===== config.mk =====
export PLATFORM = sky130hd
export DESIGN_NAME = pipelined_cla_adder_flat
export DESIGN_NICKNAME = d
export VERILOG_FILES = /design/src/rtl/pipelined_cla_adder_if.sv /design/src/rtl/pipelined_cla_adder.sv /design/src/flat_wrapper.sv
export SDC_FILE = /design/constraint.sdc
export NUM_CORES = 1
export LEC_CHECK = 0
export CELL_PAD_IN_SITES_DETAIL_PLACEMENT = 1
export CELL_PAD_IN_SITES_GLOBAL_PLACEMENT = 2
export CORE_ASPECT_RATIO = 0.7
export CORE_MARGIN = 10
export CORE_UTILIZATION = 34
export DETAILED_ROUTE_END_ITERATION = 6
export PLACE_DENSITY = 0.76
export SETUP_SLACK_MARGIN = 0.02
export SKIP_LAST_GASP = 1
export SYNTH_ARGS = -nofsm -noshare
export SYNTH_HDL_FRONTEND = slang
export SYNTH_SLANG_ARGS = --single-unit
export TNS_END_PERCENT = 5

===== constraint.sdc =====
create_clock -name clk -period 3.83 [get_ports clk]
set_input_delay 0.766 -clock clk [delete_from_list [all_inputs] [get_ports clk]]
set_output_delay 0.766 -clock clk [all_outputs]
set_load 0.01 [all_outputs]

===== src/rtl/pipelined_cla_adder_if.sv =====
// rtl/pipelined_cla_adder_if.sv - operand/result handshake bundle for pipelined_cla_adder
interface pipelined_cla_adder_if #(
  parameter int N = 32
);
  logic         in_valid;
  logic         in_ready;
  logic [N-1:0] a;
  logic [N-1:0] b;
  logic         cin;
  logic         sub;
  logic         out_valid;
  logic         out_ready;
  logic [N-1:0] s;
  logic         cout;
  logic         ovf;

  modport master (
    output in_valid, a, b, cin, sub, out_ready,
    input  in_ready, out_valid, s, cout, ovf
  );

  modport slave (
    input  in_valid, a, b, cin, sub, out_ready,
    output in_ready, out_valid, s, cout, ovf
  );
endinterface


===== src/rtl/pipelined_cla_adder.sv =====
// rtl/pipelined_cla_adder.sv - segmented carry-lookahead add/sub, one stage per SEG bits
// Optional feature: CLA_PIPE_SAT_EN clamps s to the signed range on overflow.
module pipelined_cla_adder #(
  parameter int N   = 32,
  parameter int SEG = 8
) (
  input logic                 clk,
  input logic                 rst,
  pipelined_cla_adder_if.slave bus
);
  localparam int STAGES = N / SEG;
  localparam int L      = STAGES - 1;

  // Lookahead carries c[i+1] = g[i] | p[i]g[i-1] | ... | p[i..0]c0, built as sum of products.
  function automatic logic [SEG:0] seg_carries(input logic [SEG-1:0] x,
                                               input logic [SEG-1:0] y,
                                               input logic           c0);
    logic [SEG-1:0] g;
    logic [SEG-1:0] p;
    logic [SEG:0]   c;
    logic           pp;
    g    = x & y;
    p    = x ^ y;
    c    = '0;
    c[0] = c0;
    for (int i = 0; i < SEG; i++) begin
      pp = 1'b1;
      for (int j = i; j >= 0; j--) begin
        c[i+1] = c[i+1] | (g[j] & pp);
        pp     = pp & p[j];
      end
      c[i+1] = c[i+1] | (c0 & pp);
    end
    return c;
  endfunction

  logic [N-1:0] a_i [STAGES];
  logic [N-1:0] b_i [STAGES];
  logic [N-1:0] s_i [STAGES];
  logic         c_i [STAGES];
  logic         v_i [STAGES];

  logic [N-1:0] a_q [STAGES];
  logic [N-1:0] b_q [STAGES];
  logic [N-1:0] s_q [STAGES];
  logic         c_q [STAGES];
  logic         m_q [STAGES];
  logic         v_q [STAGES];

  logic [N-1:0] s_d [STAGES];
  logic         c_d [STAGES];
  logic         m_d [STAGES];
  logic [SEG:0] cc;
  logic         en;
  logic         ovf_w;

  // Whole pipe advances or freezes together, so bubbles are never squeezed out.
  assign en = bus.out_ready | ~v_q[L];

  // Subtraction folds into the adder as a + ~b + 1; the inversion travels with the beat.
  always_comb begin
    a_i[0] = bus.a;
    b_i[0] = bus.sub ? ~bus.b : bus.b;
    s_i[0] = '0;
    c_i[0] = bus.sub | bus.cin;
    v_i[0] = bus.in_valid;
    for (int k = 1; k < STAGES; k++) begin
      a_i[k] = a_q[k-1];
      b_i[k] = b_q[k-1];
      s_i[k] = s_q[k-1];
      c_i[k] = c_q[k-1];
      v_i[k] = v_q[k-1];
    end
  end

  always_comb begin
    cc = '0;
    for (int k = 0; k < STAGES; k++) begin
      cc     = seg_carries(a_i[k][k*SEG +: SEG], b_i[k][k*SEG +: SEG], c_i[k]);
      s_d[k] = s_i[k];
      s_d[k][k*SEG +: SEG] = a_i[k][k*SEG +: SEG] ^ b_i[k][k*SEG +: SEG] ^ cc[SEG-1:0];
      c_d[k] = cc[SEG];
      m_d[k] = cc[SEG-1];
    end
  end

  always_ff @(posedge clk) begin
    if (rst) begin
      for (int k = 0; k < STAGES; k++) begin
        v_q[k] <= 1'b0;
        s_q[k] <= '0;
        c_q[k] <= 1'b0;
        m_q[k] <= 1'b0;
      end
    end else if (en) begin
      for (int k = 0; k < STAGES; k++) begin
        v_q[k] <= v_i[k];
        a_q[k] <= a_i[k];
        b_q[k] <= b_i[k];
        s_q[k] <= s_d[k];
        c_q[k] <= c_d[k];
        m_q[k] <= m_d[k];
      end
    end
  end

  assign ovf_w         = c_q[L] ^ m_q[L];
  assign bus.in_ready  = en;
  assign bus.out_valid = v_q[L];
  assign bus.cout      = c_q[L];
  assign bus.ovf       = ovf_w;

`ifdef CLA_PIPE_SAT_EN
  // On overflow the wrapped sign is the opposite of the true sign.
  assign bus.s = ovf_w ? (s_q[L][N-1] ? {1'b0, {(N-1){1'b1}}} : {1'b1, {(N-1){1'b0}}})
                       : s_q[L];
`else
  assign bus.s = s_q[L];
`endif
endmodule


===== src/flat_wrapper.sv =====
// flat-port wrapper written by rule: the top's interface ports become plain ports
module pipelined_cla_adder_flat 
#(
  parameter int N   = 32,
  parameter int SEG = 8
)
  (clk, rst, bus_in_valid, bus_a, bus_b, bus_cin, bus_sub, bus_out_ready, bus_in_ready, bus_out_valid, bus_s, bus_cout, bus_ovf);
  pipelined_cla_adder_if #(.N(N)) bus_i ();
  input logic clk;
  input logic rst;
  input wire logic [$bits(bus_i.in_valid)-1:0] bus_in_valid;
  input wire logic [$bits(bus_i.a)-1:0] bus_a;
  input wire logic [$bits(bus_i.b)-1:0] bus_b;
  input wire logic [$bits(bus_i.cin)-1:0] bus_cin;
  input wire logic [$bits(bus_i.sub)-1:0] bus_sub;
  input wire logic [$bits(bus_i.out_ready)-1:0] bus_out_ready;
  output wire logic [$bits(bus_i.in_ready)-1:0] bus_in_ready;
  output wire logic [$bits(bus_i.out_valid)-1:0] bus_out_valid;
  output wire logic [$bits(bus_i.s)-1:0] bus_s;
  output wire logic [$bits(bus_i.cout)-1:0] bus_cout;
  output wire logic [$bits(bus_i.ovf)-1:0] bus_ovf;
  assign bus_i.in_valid = bus_in_valid;
  assign bus_i.a = bus_a;
  assign bus_i.b = bus_b;
  assign bus_i.cin = bus_cin;
  assign bus_i.sub = bus_sub;
  assign bus_i.out_ready = bus_out_ready;
  assign bus_in_ready = bus_i.in_ready;
  assign bus_out_valid = bus_i.out_valid;
  assign bus_s = bus_i.s;
  assign bus_cout = bus_i.cout;
  assign bus_ovf = bus_i.ovf;
  pipelined_cla_adder #(.N(N), .SEG(SEG)) u_core (.clk(clk), .rst(rst), .bus(bus_i));
endmodule

==> qor.txt, run 1 <==
CP max-delay cell: clkdlybuf4s50_1
Setup bufs post-CTS: 0
Asr flop ratio synth: 0%
CTS tree: yes
Yosys top cell area share: 71.13%
Worst VDD drop: 0.2749 mV
CP Buf/Inv Count: 3
Setup violators final: 0
Syn Area/Cell: 15.71 um^2
Outcome: finished, final reports clean
Mapped cell area: 0.007810 mm^2
Port-buffer cells: 105
Startpoint class of the critical path: input pin
Met3 usage: 4.108%
Ports: 106
Synth top cells by count: edfxtp_1, and2_1, xor2_1
Vias in the first global route: 4723
Starting density of the core: 34.53%
GRT Util Overall: 11.03%
Post-synthesis cell count: 497
Die Height: 146.8 um
PwrDens: 495.8 mW/mm^2
# hold bufs at CTS: 0
Max-slew violation count: 0
Max Fclk: 0.3434 GHz
Sink count of the clock tree: 185
Area delta synth->final: 26.91%
Post-DP Area: 0.009291 mm^2
Maxcap violations: 0
CP delay by family, top: buffers and inverters
TNS Setup: 0 ps
Register area share after synthesis: 71.13%
Cells on worst reg2reg path: 6
Antenna Cells: 0
Via total after detailed routing: 4263
Crit path required time: 3060 ps
RSZ-0062 raised after global routing: false
Met2 GRT Util: 18.27%
Cells after DPL: 909
Die X: 201.2 um
WS Path Type: in2out
Hold_sp: u_core.a_q[0][25]$_DFFE_PP_
Minimum clock period: 2912 ps
Type of the most critical hold path: reg2reg
Worst-path maximum fanout: 8
Largest net degree at the start of global routing: 59
Initial antenna violation count: 0
Final std cells w/o fill: 939
Final ANT Viol Nets: 0
Final instance area: 0.009912 mm^2
Hold WS: 420.6 ps
Slew headroom: 62.39%
EDFF count, synth: 185
Die ar.: 0.02953 mm^2
Final nets: 722
Syn_nets: 603
Post-CTS sizing: 0
Top-count cell post-synth: edfxtp_1
Reg2reg setup slack: 1690 ps
Yosys warns: 0
Global-route track usage on met1: 13.07%
Crit-path cells: clkdlybuf4s50_1 -> nor2b_2 -> inv_1 -> clkdlybuf4s50_1
#FFs+latches synth: 185
Routed vias/inst: 4.540
Num rows: 46
Post-DP HPWL: 11270 um
Crit. End Element: output port
Total grt overflow: 0
Critical Path Max Stage Delay: 490 ps
Busiest grt layer: met2
RR Endpoint: u_core.s_q[2][18]$_SDFFCE_PN0P_
CTS Buf Count: 17
Ys flop type: edfxtp_1
Reg2Reg Launch Point: u_core.v_q[3]$_DFFE_PP_
Worst-Skew Late Latency: 430 ps
Static leakage: 3.841 nW
1st-pass router iterations: 4
Clock tree buffer depth: 2
Synth area leaders: edfxtp_1, ha_1, and2_1
Core area: 0.02262 mm^2
Hold EP: u_core.a_q[1][25]$_DFFE_PP_
Pin slew with the least headroom to its limit: 564.2 ps
Htree depth: 4
Layout cells sized above 1: 7.815%
Worst path most repeated cell: clkdlybuf4s50_1
Fin. Hold Viols: 0
CP Data Arrival Time: 2150 ps
Clock transition at the registers of the reported paths: 60 ps
Distinct cells, synth: 48
# DRC: 0
Largest area contributor in the netlist: edfxtp_1
Crit share post-route: 76.03%
Wirelength per Cell: 16.92 um
Global-route wire length before repair: 25520 um
Hold Crit Depth: 0
Final Skew: 9.476 ps
CTS root buffer: clkbuf_16
DR iter-0 viols: 154
Routed WL: 15890 um
GPL Wtd Cong: 0.7799
[how the worst max path moves through the flow]
stage | cells after the start | slack (ps) | from | endpoint
floorplan | 2 | 170 | rst | u_core.c_q[0]$_SDFFCE_PN0P_
global placement | 4 | 830 | rst | u_core.b_q[0][16]$_DFFE_PP_
detailed placement | 4 | 780 | rst | u_core.a_q[0][16]$_DFFE_PP_
CTS | 4 | 870 | bus_out_ready | bus_in_ready
global route | 4 | 790 | bus_out_ready | bus_in_ready
finish | 4 | 920 | bus_out_ready | bus_in_ready
[sequential cells by signal, summed over array words and instances, names as in the netlist]
register,cells
u_core.m_q,1
u_core.a_q,48
u_core.v_q,4
u_core.b_q,48
u_core.s_q,80
u_core.c_q,4
[cells in the final DEF (no fill, tap or decap), types with 3 or more instances in the layout]
cell,n
edfxtp_1,185
clkdlybuf4s50_1,104
and2_1,52
xor2_1,37
ha_1,32
nand2_1,20
nor2_1,19
inv_1,17
clkbuf_16,17
or3_1,13
o21ai_0,10
mux2i_1,9
a21o_1,8
nor3_1,8
buf_4,8
a21oi_1,7
o21a_1,6
or4_1,6
a21boi_0,4
a211oi_1,4
fa_1,4
bufinv_16,4
clkinv_4,4
inv_6,3
a221oi_1,3
xnor2_1,3
[power breakdown]
part           total, mW  leakage (nW)  internal (mW)  switching, mW
combinational      0.576          1.55          0.292          0.284
clock               1.85         0.299           1.10          0.754
sequential          2.49          1.99           2.43         0.0543
total               4.91          3.84           3.82           1.09
[layout make-up]
class / count / area (um^2)
multi-input cells: 279 / 2127
fillers: 2249 / 12710
clock buffers: 17 / 425.4
inverters: 18 / 72.57
clock inverters: 13 / 195.2
well taps: 312 / 390.4
flip-flops and latches: 185 / 5555
repair buffers: 115 / 1146
[routing by layer]
layer	vias to the layer above	part of all wire, %
li1	2089	-
met1	2089	45
met2	72	49
met3	13	4.8
met4	0	1.2
met5	-	0
[cell families after synthesis]
family,Yosys count,synth area share [%]
adder cells (fa/ha/maj),36,6.152
buffers and inverters,33,1.762
AO/OA/AOI/OAI,61,5.896
flip-flops,185,71.13
multiplexers,9,1.154
AND/OR/NAND/NOR,133,9.420
XOR/XNOR,40,4.486
[per-stage QoR]
stage	util (%)	setup slack, ps	power (mW)
2_1_floorplan	-	171.1	2.850
3_3_place_gp	41.08	831.2	3.092
3_5_place_dp	41.08	775.0	3.120
4_1_cts	43.82	867.4	4.993
5_1_grt	43.82	789.7	5.147
6_report	43.82	918.1	4.914
(Power assumes the default switching activity.)
==> inputs of run 2 (changes only) <==
PLACE_DENSITY = 0.73   (was 0.76)
clock period = 2.96 ns   (was 3.83 ns; I/O delays follow)
==> qor.txt, run 2 (synthesis results as in run 1) <==
Die ar.: 0.02953 mm^2 (unchanged)
Layout cells sized above 1: 8.648% (+0.83 points)
# hold bufs at CTS: 0 (unchanged)
CP Data Arrival Time: 1880 ps (-270 ps)
Largest register FFs: 80 (unchanged)
Static leakage: 3.843 nW (about the same)
WS Path Type: in2out
Crit share post-route: 83.42%
1st-pass router iterations: 4 (unchanged)
Port-buffer cells: 105 (unchanged)
Setup violators final: 0 (unchanged)
CTS root buffer: clkbuf_16
Largest net degree at the start of global routing: 56 (-5.1%)
Clock transition at the registers of the reported paths: 60 ps (about the same)
Ports: 106 (unchanged)
Worst-path maximum fanout: 5 (-3)
Initial antenna violation count: 0 (unchanged)
Top reg by flops: u_core.s_q
Area delta synth->final: 26.87% (about the same)
Fin. Hold Viols: 0 (unchanged)
Core area: 0.02262 mm^2 (unchanged)
Num rows: 46 (unchanged)
Outcome: finished, final reports clean
GRT Util Overall: 10.85% (-0.18 points)
Crit path required time: 2370 ps (-690 ps)
Final nets: 729 (+0.97%)
Worst VDD drop: 0.3709 mV (+35%)
PwrDens: 619.6 mW/mm^2 (+25%)
Most common cell after layout, fill and taps aside: edfxtp_1
Final ANT Viol Nets: 0 (unchanged)
# DRC: 0 (unchanged)
Die Height: 146.8 um (unchanged)
Max-slew violation count: 0 (unchanged)
Largest regs: u_core.s_q (80), u_core.a_q (48), u_core.b_q (48)
DR iter-0 viols: 183 (+19%)
Die X: 201.2 um (unchanged)
Htree depth: 4 (unchanged)
# fillers: 2262 (+0.58%)
Final Skew: 11.16 ps (+1.685 ps)
Routed vias/inst: 4.601 (+1.4%)
Routed WL: 15900 um (about the same)
Antenna Cells: 0 (unchanged)
Type of the most critical hold path: reg2reg
Commonest cells after routing, fill and taps aside: edfxtp_1, clkdlybuf4s50_1, and2_1, xor2_1, ha_1
Post-DP HPWL: 11060 um (-1.8%)
Maxcap violations: 0 (unchanged)
Via total after detailed routing: 4362 (+2.3%)
Vias in the first global route: 4678 (-0.95%)
RSZ-0062 raised after global routing: false
Startpoint class of the critical path: input pin
Minimum clock period: 2469 ps
Slew headroom: 67.67% (+5.3 points)
Worst-Skew Late Latency: 430 ps (about the same)
CTS tree: yes
Final Util: 43.80% (about the same)
CTS Buf Count: 17 (unchanged)
Clock tree buffer depth: 2 (unchanged)
Sink count of the clock tree: 185 (unchanged)
Pin slew with the least headroom to its limit: 485.0 ps (-79.20 ps)
Wirelength per Cell: 16.77 um (-0.90%)
TNS Setup: 0 ps (unchanged)
Setup bufs post-CTS: 0 (unchanged)
Post-CTS sizing: 0 (unchanged)
GPL Wtd Cong: 0.7743 (-0.72%)
Crit. End Element: output port
Total grt overflow: 0 (unchanged)
Starting density of the core: 34.53% (unchanged)
Max Fclk: 0.4050 GHz
Global-route wire length before repair: 24980 um (-2.1%)
## run 2: cell types whose count changed in the layout (fill, tap and decap cells not counted), sizes merged
cell | previous run | this run
buf | 11 | 18
bufinv | 4 | 1
clkbuf | 17 | 20
clkinvlp | 1 | 2
inv | 21 | 22
## run 2: stage by stage
| step | power (mW) | instances | hold WS (ps) | area (um^2) | setup WS, ps |
|---|---|---|---|---|---|
| final | 6.140 | 948 | 420.2 | 9908 | 490.7 |
| after floorplan | 3.688 | 497 | 400.3 | 7812 | 218.0 |
| after global routing | 6.422 | 948 | 429.2 | 9908 | 421.1 |
| after detailed placement | 4.043 | 916 | 405.1 | 9356 | 172.3 |
| after CTS | 6.218 | 948 | 416.8 | 9908 | 442.3 |
| after global placement | 4.004 | 916 | 402.6 | 9356 | 213.9 |
## run 2: final cells by class
class                           count  area (um^2)  share of cell area, %
Sequential cell                   185         5555                  56.07
Multi-Input combinational cell    279         2127                  21.47
Timing Repair Buffer              122         1211                  12.22
Clock buffer                       20        436.7                  4.407
Tap cell                          312        390.4                  3.940
Clock inverter                     12        115.1                  1.162
Inverter                           18        72.57                 0.7324
## run 2: final timing paths
kind / start / end / slack, ps / cells past startpoint
worst min-delay path: u_core.b_q[0][18]$_DFFE_PP_ / u_core.b_q[1][18]$_DFFE_PP_ / 420 / 0
worst min register to register: u_core.b_q[0][18]$_DFFE_PP_ / u_core.b_q[1][18]$_DFFE_PP_ / 420 / 0
worst max-delay path: bus_out_ready / bus_in_ready / 490 / 4
worst max register to register: u_core.b_q[2][27]$_DFFE_PP_ / u_core.s_q[3][31]$_SDFFCE_PN0P_ / 880 / 5
## run 2: power by group
part | leakage (nW) | internal, mW | switching (mW)
logic | 1.59 | 0.388 | 0.369
clock network | 0.263 | 1.17 | 0.997
registers | 1.99 | 3.15 | 0.0666
total | 3.84 | 4.71 | 1.43
## run 2: worst max-delay path: stages
cell	delay [ps]
clkdlybuf4s50_1	410
nor2b_2	310
inv_1	70
clkdlybuf4s50_1	490
## run 2: layer usage
| metal | routed length [um] | global-route usage [%] | vias to the layer above |
|---|---|---|---|
| li1 | - | - | 2102 |
| met1 | 7259 | 13.08 | 2164 |
| met2 | 7845 | 18.06 | 81 |
| met3 | 615 | 3.515 | 15 |
| met4 | 175 | 3.511 | 0 |
| met5 | 0 | 0 | - |
